### src/rtl/exe_mul_unit_if.sv
// exe_mul_unit_if
// Groups the EXE-stage multiply request (operands, opcode bits, incoming
// status flags) and the response (busy stall, done pulse, result, flags,
// status write enable).
//   master : issuing side (decode/EXE control); drives the request and
//            samples the response
//   slave  : the multiply unit
interface exe_mul_unit_if #(
  parameter int WIDTH = 32
);
  // request
  logic             start;
  logic             accumulate;
  logic             s_bit;
  logic [WIDTH-1:0] op_rm;
  logic [WIDTH-1:0] op_rs;
  logic [WIDTH-1:0] op_rn;
  logic             c_in;
  logic             v_in;
  // response
  logic             busy;
  logic             done;
  logic [WIDTH-1:0] result;
  logic             N;
  logic             Z;
  logic             C;
  logic             V;
  logic             status_wb_en;

  modport master (
    output start, accumulate, s_bit, op_rm, op_rs, op_rn, c_in, v_in,
    input  busy, done, result, N, Z, C, V, status_wb_en
  );

  modport slave (
    input  start, accumulate, s_bit, op_rm, op_rs, op_rn, c_in, v_in,
    output busy, done, result, N, Z, C, V, status_wb_en
  );
endinterface

### src/rtl/exe_mul_unit.sv
// exe_mul_unit
// Multi-cycle radix-2 shift-and-add multiplier for MUL (Rd = Rm*Rs) and
// MLA (Rd = Rm*Rs + Rn). Produces the low WIDTH bits and N/Z/C/V flags.
// One partial product per cycle for WIDTH cycles, plus one cycle for the
// Rn add on MLA. C and V pass through unchanged from accept time.
// Ports:
//   clk  : pipeline clock
//   rst  : asynchronous active-low reset
//   mif  : exe_mul_unit_if.slave (request in, busy/done/result/flags out)
module exe_mul_unit #(
  parameter int WIDTH = 32
) (
  input logic          clk,
  input logic          rst,
  exe_mul_unit_if.slave mif
);

  localparam int CW = (WIDTH > 1) ? $clog2(WIDTH) : 1;

  typedef enum logic [1:0] {S_IDLE, S_MUL, S_ACC, S_DONE} state_t;

  state_t           state, state_nxt;

  logic [WIDTH-1:0] acc, mcand, mplier, rn_l;
  logic [CW-1:0]    count;
  logic             acc_l, s_l, c_l, v_l;

  logic [WIDTH-1:0] res_q;
  logic             n_q, z_q, c_q, v_q;

  logic             accept, last_iter;
  logic [WIDTH-1:0] acc_mul, acc_fin;

  // A new op is only taken when nothing is in flight (IDLE) or the current
  // one is retiring (DONE); starts in MUL/ACC are dropped on the floor.
  assign accept    = mif.start & ((state == S_IDLE) | (state == S_DONE));
  assign last_iter = (state == S_MUL) && (count == CW'(WIDTH - 1));
  assign acc_mul   = acc + (mplier[0] ? mcand : '0);
  // Value that lands in acc on the edge into DONE (from MUL or ACC).
  assign acc_fin   = (state == S_ACC) ? (acc + rn_l) : acc_mul;

  // ---------------- FSM ----------------
  always_ff @(posedge clk or negedge rst) begin
    if (!rst) state <= S_IDLE;
    else      state <= state_nxt;
  end

  always_comb begin
    state_nxt = state;
    case (state)
      S_IDLE:  if (accept) state_nxt = S_MUL;
      S_MUL:   if (last_iter) state_nxt = acc_l ? S_ACC : S_DONE;
      S_ACC:   state_nxt = S_DONE;
      S_DONE:  state_nxt = mif.start ? S_MUL : S_IDLE;
      default: state_nxt = S_IDLE;
    endcase
  end

  // ---------------- datapath ----------------
  always_ff @(posedge clk or negedge rst) begin
    if (!rst) begin
      acc    <= '0;
      mcand  <= '0;
      mplier <= '0;
      rn_l   <= '0;
      count  <= '0;
      acc_l  <= 1'b0;
      s_l    <= 1'b0;
      c_l    <= 1'b0;
      v_l    <= 1'b0;
    end else if (accept) begin
      acc    <= '0;
      mcand  <= mif.op_rm;
      mplier <= mif.op_rs;
      rn_l   <= mif.op_rn;
      count  <= '0;
      acc_l  <= mif.accumulate;
      s_l    <= mif.s_bit;
      c_l    <= mif.c_in;
      v_l    <= mif.v_in;
    end else begin
      case (state)
        S_MUL: begin
          acc    <= acc_mul;
          mcand  <= mcand << 1;
          mplier <= mplier >> 1;
          count  <= count + CW'(1);
        end
        S_ACC:   acc <= acc_fin;
        default: ;
      endcase
    end
  end

  // Output registers load only on entry to DONE, so they hold through the
  // next op's MUL/ACC and are unaffected by a back-to-back accept in DONE.
  always_ff @(posedge clk or negedge rst) begin
    if (!rst) begin
      res_q <= '0;
      n_q   <= 1'b0;
      z_q   <= 1'b0;
      c_q   <= 1'b0;
      v_q   <= 1'b0;
    end else if (state_nxt == S_DONE) begin
      res_q <= acc_fin;
      n_q   <= acc_fin[WIDTH-1];
      z_q   <= (acc_fin == '0);
      c_q   <= c_l;
      v_q   <= v_l;
    end
  end

  // busy includes the accept cycle so the front end stalls immediately.
  assign mif.busy         = (state == S_MUL) | (state == S_ACC) | accept;
  assign mif.done         = (state == S_DONE);
  assign mif.status_wb_en = (state == S_DONE) & s_l;
  assign mif.result       = res_q;
  assign mif.N            = n_q;
  assign mif.Z            = z_q;
  assign mif.C            = c_q;
  assign mif.V            = v_q;

endmodule

### src/flat_wrapper.sv
// flat-port wrapper written by rule: the top's interface ports become plain ports
module exe_mul_unit_flat 
#(
  parameter int WIDTH = 32
)
  (clk, rst, mif_start, mif_accumulate, mif_s_bit, mif_op_rm, mif_op_rs, mif_op_rn, mif_c_in, mif_v_in, mif_busy, mif_done, mif_result, mif_N, mif_Z, mif_C, mif_V, mif_status_wb_en);
  exe_mul_unit_if #(.WIDTH(WIDTH)) mif_i ();
  input logic clk;
  input logic rst;
  input wire logic [$bits(mif_i.start)-1:0] mif_start;
  input wire logic [$bits(mif_i.accumulate)-1:0] mif_accumulate;
  input wire logic [$bits(mif_i.s_bit)-1:0] mif_s_bit;
  input wire logic [$bits(mif_i.op_rm)-1:0] mif_op_rm;
  input wire logic [$bits(mif_i.op_rs)-1:0] mif_op_rs;
  input wire logic [$bits(mif_i.op_rn)-1:0] mif_op_rn;
  input wire logic [$bits(mif_i.c_in)-1:0] mif_c_in;
  input wire logic [$bits(mif_i.v_in)-1:0] mif_v_in;
  output wire logic [$bits(mif_i.busy)-1:0] mif_busy;
  output wire logic [$bits(mif_i.done)-1:0] mif_done;
  output wire logic [$bits(mif_i.result)-1:0] mif_result;
  output wire logic [$bits(mif_i.N)-1:0] mif_N;
  output wire logic [$bits(mif_i.Z)-1:0] mif_Z;
  output wire logic [$bits(mif_i.C)-1:0] mif_C;
  output wire logic [$bits(mif_i.V)-1:0] mif_V;
  output wire logic [$bits(mif_i.status_wb_en)-1:0] mif_status_wb_en;
  assign mif_i.start = mif_start;
  assign mif_i.accumulate = mif_accumulate;
  assign mif_i.s_bit = mif_s_bit;
  assign mif_i.op_rm = mif_op_rm;
  assign mif_i.op_rs = mif_op_rs;
  assign mif_i.op_rn = mif_op_rn;
  assign mif_i.c_in = mif_c_in;
  assign mif_i.v_in = mif_v_in;
  assign mif_busy = mif_i.busy;
  assign mif_done = mif_i.done;
  assign mif_result = mif_i.result;
  assign mif_N = mif_i.N;
  assign mif_Z = mif_i.Z;
  assign mif_C = mif_i.C;
  assign mif_V = mif_i.V;
  assign mif_status_wb_en = mif_i.status_wb_en;
  exe_mul_unit #(.WIDTH(WIDTH)) u_core (.clk(clk), .rst(rst), .mif(mif_i));
endmodule
### config.mk
export PLATFORM = sky130hd
export DESIGN_NAME = exe_mul_unit_flat
export DESIGN_NICKNAME = d
export VERILOG_FILES = /design/src/rtl/exe_mul_unit_if.sv /design/src/rtl/exe_mul_unit.sv /design/src/flat_wrapper.sv
export SDC_FILE = /design/constraint.sdc
export NUM_CORES = 1
export LEC_CHECK = 0
export ABC_AREA = 1
export BUFFER_PORTS_ARGS = -buffer_cell sky130_fd_sc_hd__buf_4
export CORE_MARGIN = 3
export CORE_UTILIZATION = 59
export CTS_CLUSTER_DIAMETER = 150
export DETAILED_ROUTE_END_ITERATION = 6
export PLACE_DENSITY = 0.9
export SYNTH_ARGS = -nofsm -noshare
export SYNTH_HDL_FRONTEND = slang
export SYNTH_SLANG_ARGS = --single-unit
### constraint.sdc
create_clock -name clk -period 5.4 [get_ports clk]
set_input_delay 0.54 -clock clk [delete_from_list [all_inputs] [get_ports clk]]
set_output_delay 0.54 -clock clk [all_outputs]
set_load 0.01 [all_outputs]
* Word level (Yosys, flattened, before mapping)
Cells that the tools add are included. W data, S select, Z words.
Word-level totals: output and inout port bits 39, register bits 175, logic and storage cells 48, input bits 103
Operators by class: equal/unequal tests 5, add/sub/neg operators 3, muxes and demuxes 15, reductions and logical operators 5, bitwise gates (word level) 5
Operator list (count):
- $mux W32 | 7
- $add A32 B32 Y32 | 2
- $pmux W32 S2 | 1
- $logic_not A32 Y1 | 1
- $mux W5 | 2
- $pmux W2 S4 | 1
- $eq A2 B2 Y1 const B | 3
- $add A5 B1 Y5 const B | 1
- $eq A5 B5 Y1 const B | 1
- $mux W2 | 2
- $or A1 B1 Y1 | 3
- $reduce_bool A3 Y1 | 1
- $and A1 B1 Y1 | 2
- $eq A2 B1 Y1 const B | 1
- $logic_not A2 Y1 | 1
- $mux W1 | 2
- $reduce_bool A2 Y1 | 1
- $logic_and A1 B1 Y1 | 1

* Depth between registers and ports, before layout
depth after elaboration 6, gate-level depth with buffers 23, gate-level depth less buffers 21

* Worst setup path before layout
OpenSTA, ideal clock, no wires.
path kind reg2reg, from reg u_core.mplier[0], to reg u_core.z_q (netlist: u_core.mif.Z), buffers on the path 2, data required time 5.334 ns, clock period less this slack 2.379 ns, cell stages (with the launch flop) 21, arrival time 2.314 ns, setup slack 3.021 ns, setup time 0.066 ns, cell sequence dfrtp_1 > clkbuf_1 > clkbuf_1 > nand2_1 > inv_1 > ha_1 > nand2_1 > inv_2 > a21oi_1 > nand2_2 > nand2_2 > nand2_2 > nand2_1 > nand3_1 > nand3_1 > nand2_1 > nor2_1 > nand2_1 > nor2_1 > nand3_1 > nand2_1
On the way: word-level cells in the longest chain between the ends 4
RTL lines:
- start: declaration | RTL line exe_mul_unit.sv:24 | logic [WIDTH-1:0] acc, mcand, mplier, rn_l;
- start signal: assignment | RTL line exe_mul_unit.sv:74 | mplier <= mif.op_rs;
- start signal: assignment | RTL line exe_mul_unit.sv:86 | mplier <= mplier >> 1;
- $mux W32 | RTL line exe_mul_unit.sv:38 | assign acc_mul = acc + (mplier[0] ? mcand : '0);
- $add A32 B32 Y32 | RTL line exe_mul_unit.sv:38
- $mux W32 | RTL line exe_mul_unit.sv:40 | assign acc_fin = (state == S_ACC) ? (acc + rn_l) : acc_mul;
- $logic_not A32 Y1 | RTL line exe_mul_unit.sv:107 | z_q <= (acc_fin == '0);
- end signal: assignment | RTL line exe_mul_unit.sv:107
- end: declaration | RTL line exe_mul_unit.sv:29 | logic n_q, z_q, c_q, v_q;
No other way between the ends. A chain may end at the register's enable or synchronous reset.

* Worst setup path in the final report
from reg u_core.state[0], to reg u_core.res_q[24] (netlist: u_core.mif.result[24])
On the way: word-level cells in the longest chain between the ends 6, elaborated cells on any way between the ends 12, those cells by class eq/ne: 4; mux: 4; bitwise: 2; reduce/logical: 2
RTL lines:
- start: declaration | RTL line exe_mul_unit.sv:22 | state_t state, state_nxt;
- start signal: assignment | RTL line exe_mul_unit.sv:45 | else state <= state_nxt;
- $eq A2 B2 Y1 or $logic_not A2 Y1 (tied branches) | RTL line exe_mul_unit.sv:36, exe_mul_unit.sv:50
- $or A1 B1 Y1 | RTL line exe_mul_unit.sv:36 | assign accept = mif.start & ((state == S_IDLE) | (state == S_DONE));
- $and A1 B1 Y1 | RTL line exe_mul_unit.sv:36
- $mux W2 | RTL line exe_mul_unit.sv:51 | S_IDLE: if (accept) state_nxt = S_MUL;
- $pmux W2 S4 | RTL line exe_mul_unit.sv:50 | case (state)
- $eq A2 B2 Y1 | RTL line exe_mul_unit.sv:104 | end else if (state_nxt == S_DONE) begin
- end signal: assignment | RTL line exe_mul_unit.sv:105 | res_q <= acc_fin;
- end: declaration | RTL line exe_mul_unit.sv:28 | logic [WIDTH-1:0] res_q;
Parallel ways exist; a longest one is shown, timed or not.

==> out/metrics.yaml <==
status: "completed"
avgSynthCellArea_um2: 6.320
synth_fp_nets: 2194
gr-total-overflow: 0
hold_class: "in -> async"
skew_ns: 0.01767
yosys.area.top_type: "dfrtp_1"
coreArea_um2: 21150
arrival_ns: 4.52
synth_top_area_share: 0.3409
hold_viol_final: 0
cts_root_buffer: "clkbuf_16"
finalNonFillerCells: 2410
clk_latency_ns: 0.46
slowest_stage: "inv_1"
post-route-min-period_ns: 4.160
diodes: 0
pwr-share-comb: 0.611
routed_wl_mm: 38.43
drc_errors: 0
end_kind: "flip-flop"
critPathLaunchType: "flip-flop"
max_stage_delay_ns: 0.81
rr_worst_depth: 9
postCtsHoldBufs: 0
antenna_found_initial: 0
cts.sinks: 174
worst_slack_ns: 1.240
post_cts_buffers: 0
row_count: 53
syn_to_final_growth_pct: 14.08
drtIter0Drc: 940
crit_fanout: 55
slew_violations: 0
ctsResizeCount: 0
grt_max_degree: 91
ys_seq_area_frac: 0.3409
crit_chain: "inv_1 > ha_1 > inv_2 > nand2_4 > nand3_1 > nand4_1 > inv_1 > nor2_1 > a31oi_1"
setup_viol: 0
fmax_mhz: 240.4
yosys.cell_types.count: 30
slew_headroom: 0.2198
tightest_slew_ns: 1.169
gp_congestion: 0.9933
rsz0062_at_grt: "false"
final_antenna_net_count: 0
place_area_um2: 13980
drt_first_pass_iters: 5
synthCells: 2021
synth_area_leaders: "dfrtp_1 34%, nand2_1 24%, inv_1 9.0%"
power_density_nw_per_um2: 678.1
min_period_over_period: 0.7703
final_nets: 2295
portBuffers: 141
crit_start: "u_core.state[0]"
regToRegStartpoint: "u_core.state[0]"
vias: 13412
cts.clk_slew.worst_paths_ns: 0.08
track_usage: 0.3230
seqPwrFrac: 0.260
multi_input_area_um2: 6968
tns_ns: 0
final_area_um2: 14570
cts_tree: "built"
dp_slack_ns: 1.417
rr_endpoint: "u_core.mif.result[24]"
h-tree-depth: 4
drv_cap: 0
crit_type: "reg -> reg"
die_w_um: 153.1
grt_pass1_vias: 12665
dp_hpwl_mm: 29.30
drive_gt1_frac: 0.1002
worstPathRequired_ns: 5.76
clockBufferDepth: 2
worst_path_most_repeated_cell: "inv_1"
die_area_um2: 23450
regArea_um2: 4354
p_int_mw: 4.574
utilization: 0.6888
wl_per_cell_um: 15.94
swShare: 0.5370
r2r_slack_ns: 1.24
crit_end: "u_core.mif.result[24]"
ioPinCount: 142
syn_area_um2: 12770
clockPowerShare: 0.129
synth_warnings: 0
cts-buffers-inserted: 17
ys_ff_latch: 174
dp.cells: 2378
grt_pass1_wl_mm: 61.70
ir_drop_mv: 0.3189
power_mw: 9.881
whs_ns: 0.1251
start_util: 0.6038
leakagePower_nw: 8.382
viasPerCell: 5.565
fillers: 1812
die_h_um: 153.1
p_sw_mw: 5.306
synth_stat cells:
| library cell | number |
|---|---|
| nand2_1 | 808 |
| inv_1 | 306 |
| nand3_1 | 203 |
| dfrtp_1 | 174 |
| nor2_1 | 135 |
| ha_1 | 68 |
| clkbuf_1 | 51 |
| o21ai_0 | 48 |
| a21oi_1 | 43 |
| a31oi_1 | 43 |
| nand4_1 | 21 |
| nor3_1 | 18 |
| o311ai_0 | 15 |
| o211ai_1 | 14 |
| nor2_2 | 13 |
| nand3b_1 | 11 |
| buf_1 | 9 |
| inv_2 | 9 |
| buf_2 | 6 |
| and2_1 | 4 |
| a21o_1 | 3 |
| nand2_2 | 3 |
| nand3_2 | 3 |
| o21bai_1 | 3 |
| buf_4 | 2 |
| fa_1 | 2 |
| o21a_1 | 2 |
| xor2_1 | 2 |
| nand2_4 | 1 |
| nor3_2 | 1 |
placed cells by master (no fill, tap or decap), drive strengths merged:
master      n
nand2     812
inv       322
nand3     206
dfrtp     174
buf       150
nor2      148
ha         68
o21ai      48
a31oi      43
a21oi      43
nand4      21
nor3       19
clkbuf     17
o311ai     15
o211ai     14
nand3b     11
clkinv      6
and2        4
a21o        3
o21bai      3
o21a        2
xor2        2
fa          2
clkinvlp    2
cell families (layout without fill, tap and decap cells):
logic type,count (synthesis),count (layout),synth area share
simple gates,1221,1221,0.3943
buf+inv,383,497,0.1137
flops,174,174,0.3409
compound gates,171,171,0.07994
fa+ha+maj,70,70,0.06975
xor+xnor,2,2,0.001372
registers in the layout, indices dropped and copies added (netlist names), 2 cells and up:
register / flops
u_core.acc: 32
u_core.mcand: 32
u_core.mplier: 32
u_core.rn_l: 32
u_core.mif.result: 31
u_core.count: 5
u_core.state: 2
critical path, delay by kind of cell, from the launching register on:
family,cells,cell delay (ns)
buf+inv,3,1.56
fa+ha+maj,1,0.47
compound gates,1,0.20
simple gates,4,1.40
flops,1,0.42
worst min path at each step:
stage,startpoint,endpoint,cells past startpoint
after floorplan,rst,u_core.acc[0],0
after global placement,u_core.s_l,u_core.s_l,2
after detailed placement,u_core.v_l,u_core.mif.V,2
after CTS,rst,u_core.rn_l[8],1
after global routing,rst,u_core.rn_l[8],1
final,rst,u_core.rn_l[8],1
power by group through the flow:
stage	Combinational [mW]	Clock (mW)	Sequential, mW
floorplan	4.36	0	2.34
global placement	5.65	0	2.54
detailed placement	5.88	0	2.55
CTS	5.93	1.27	2.54
global route	6.78	1.32	2.62
finish	6.04	1.27	2.57
per-layer routing:
layer / part of all wire / routed length, um / vias up / GRT usage
li1: - / - / 6575 / -
met2: 0.45 / 17410 / 609 / 0.5159
met4: 0.035 / 1335 / 0 / 0.1218
met5: 0 / 0 / - / 0
met1: 0.42 / 16150 / 6117 / 0.4431
met3: 0.092 / 3539 / 111 / 0.05578
layout make-up:
type | count | area share
Tap cell | 275 | 0.02362
Clock inverter | 15 | 0.01142
Timing Repair Buffer | 150 | 0.07754
Multi-Input combinational cell | 1464 | 0.4782
Inverter | 315 | 0.08115
Sequential cell | 174 | 0.2988
Clock buffer | 17 | 0.02920
Note: power is estimated with default switching activity, not from simulation.
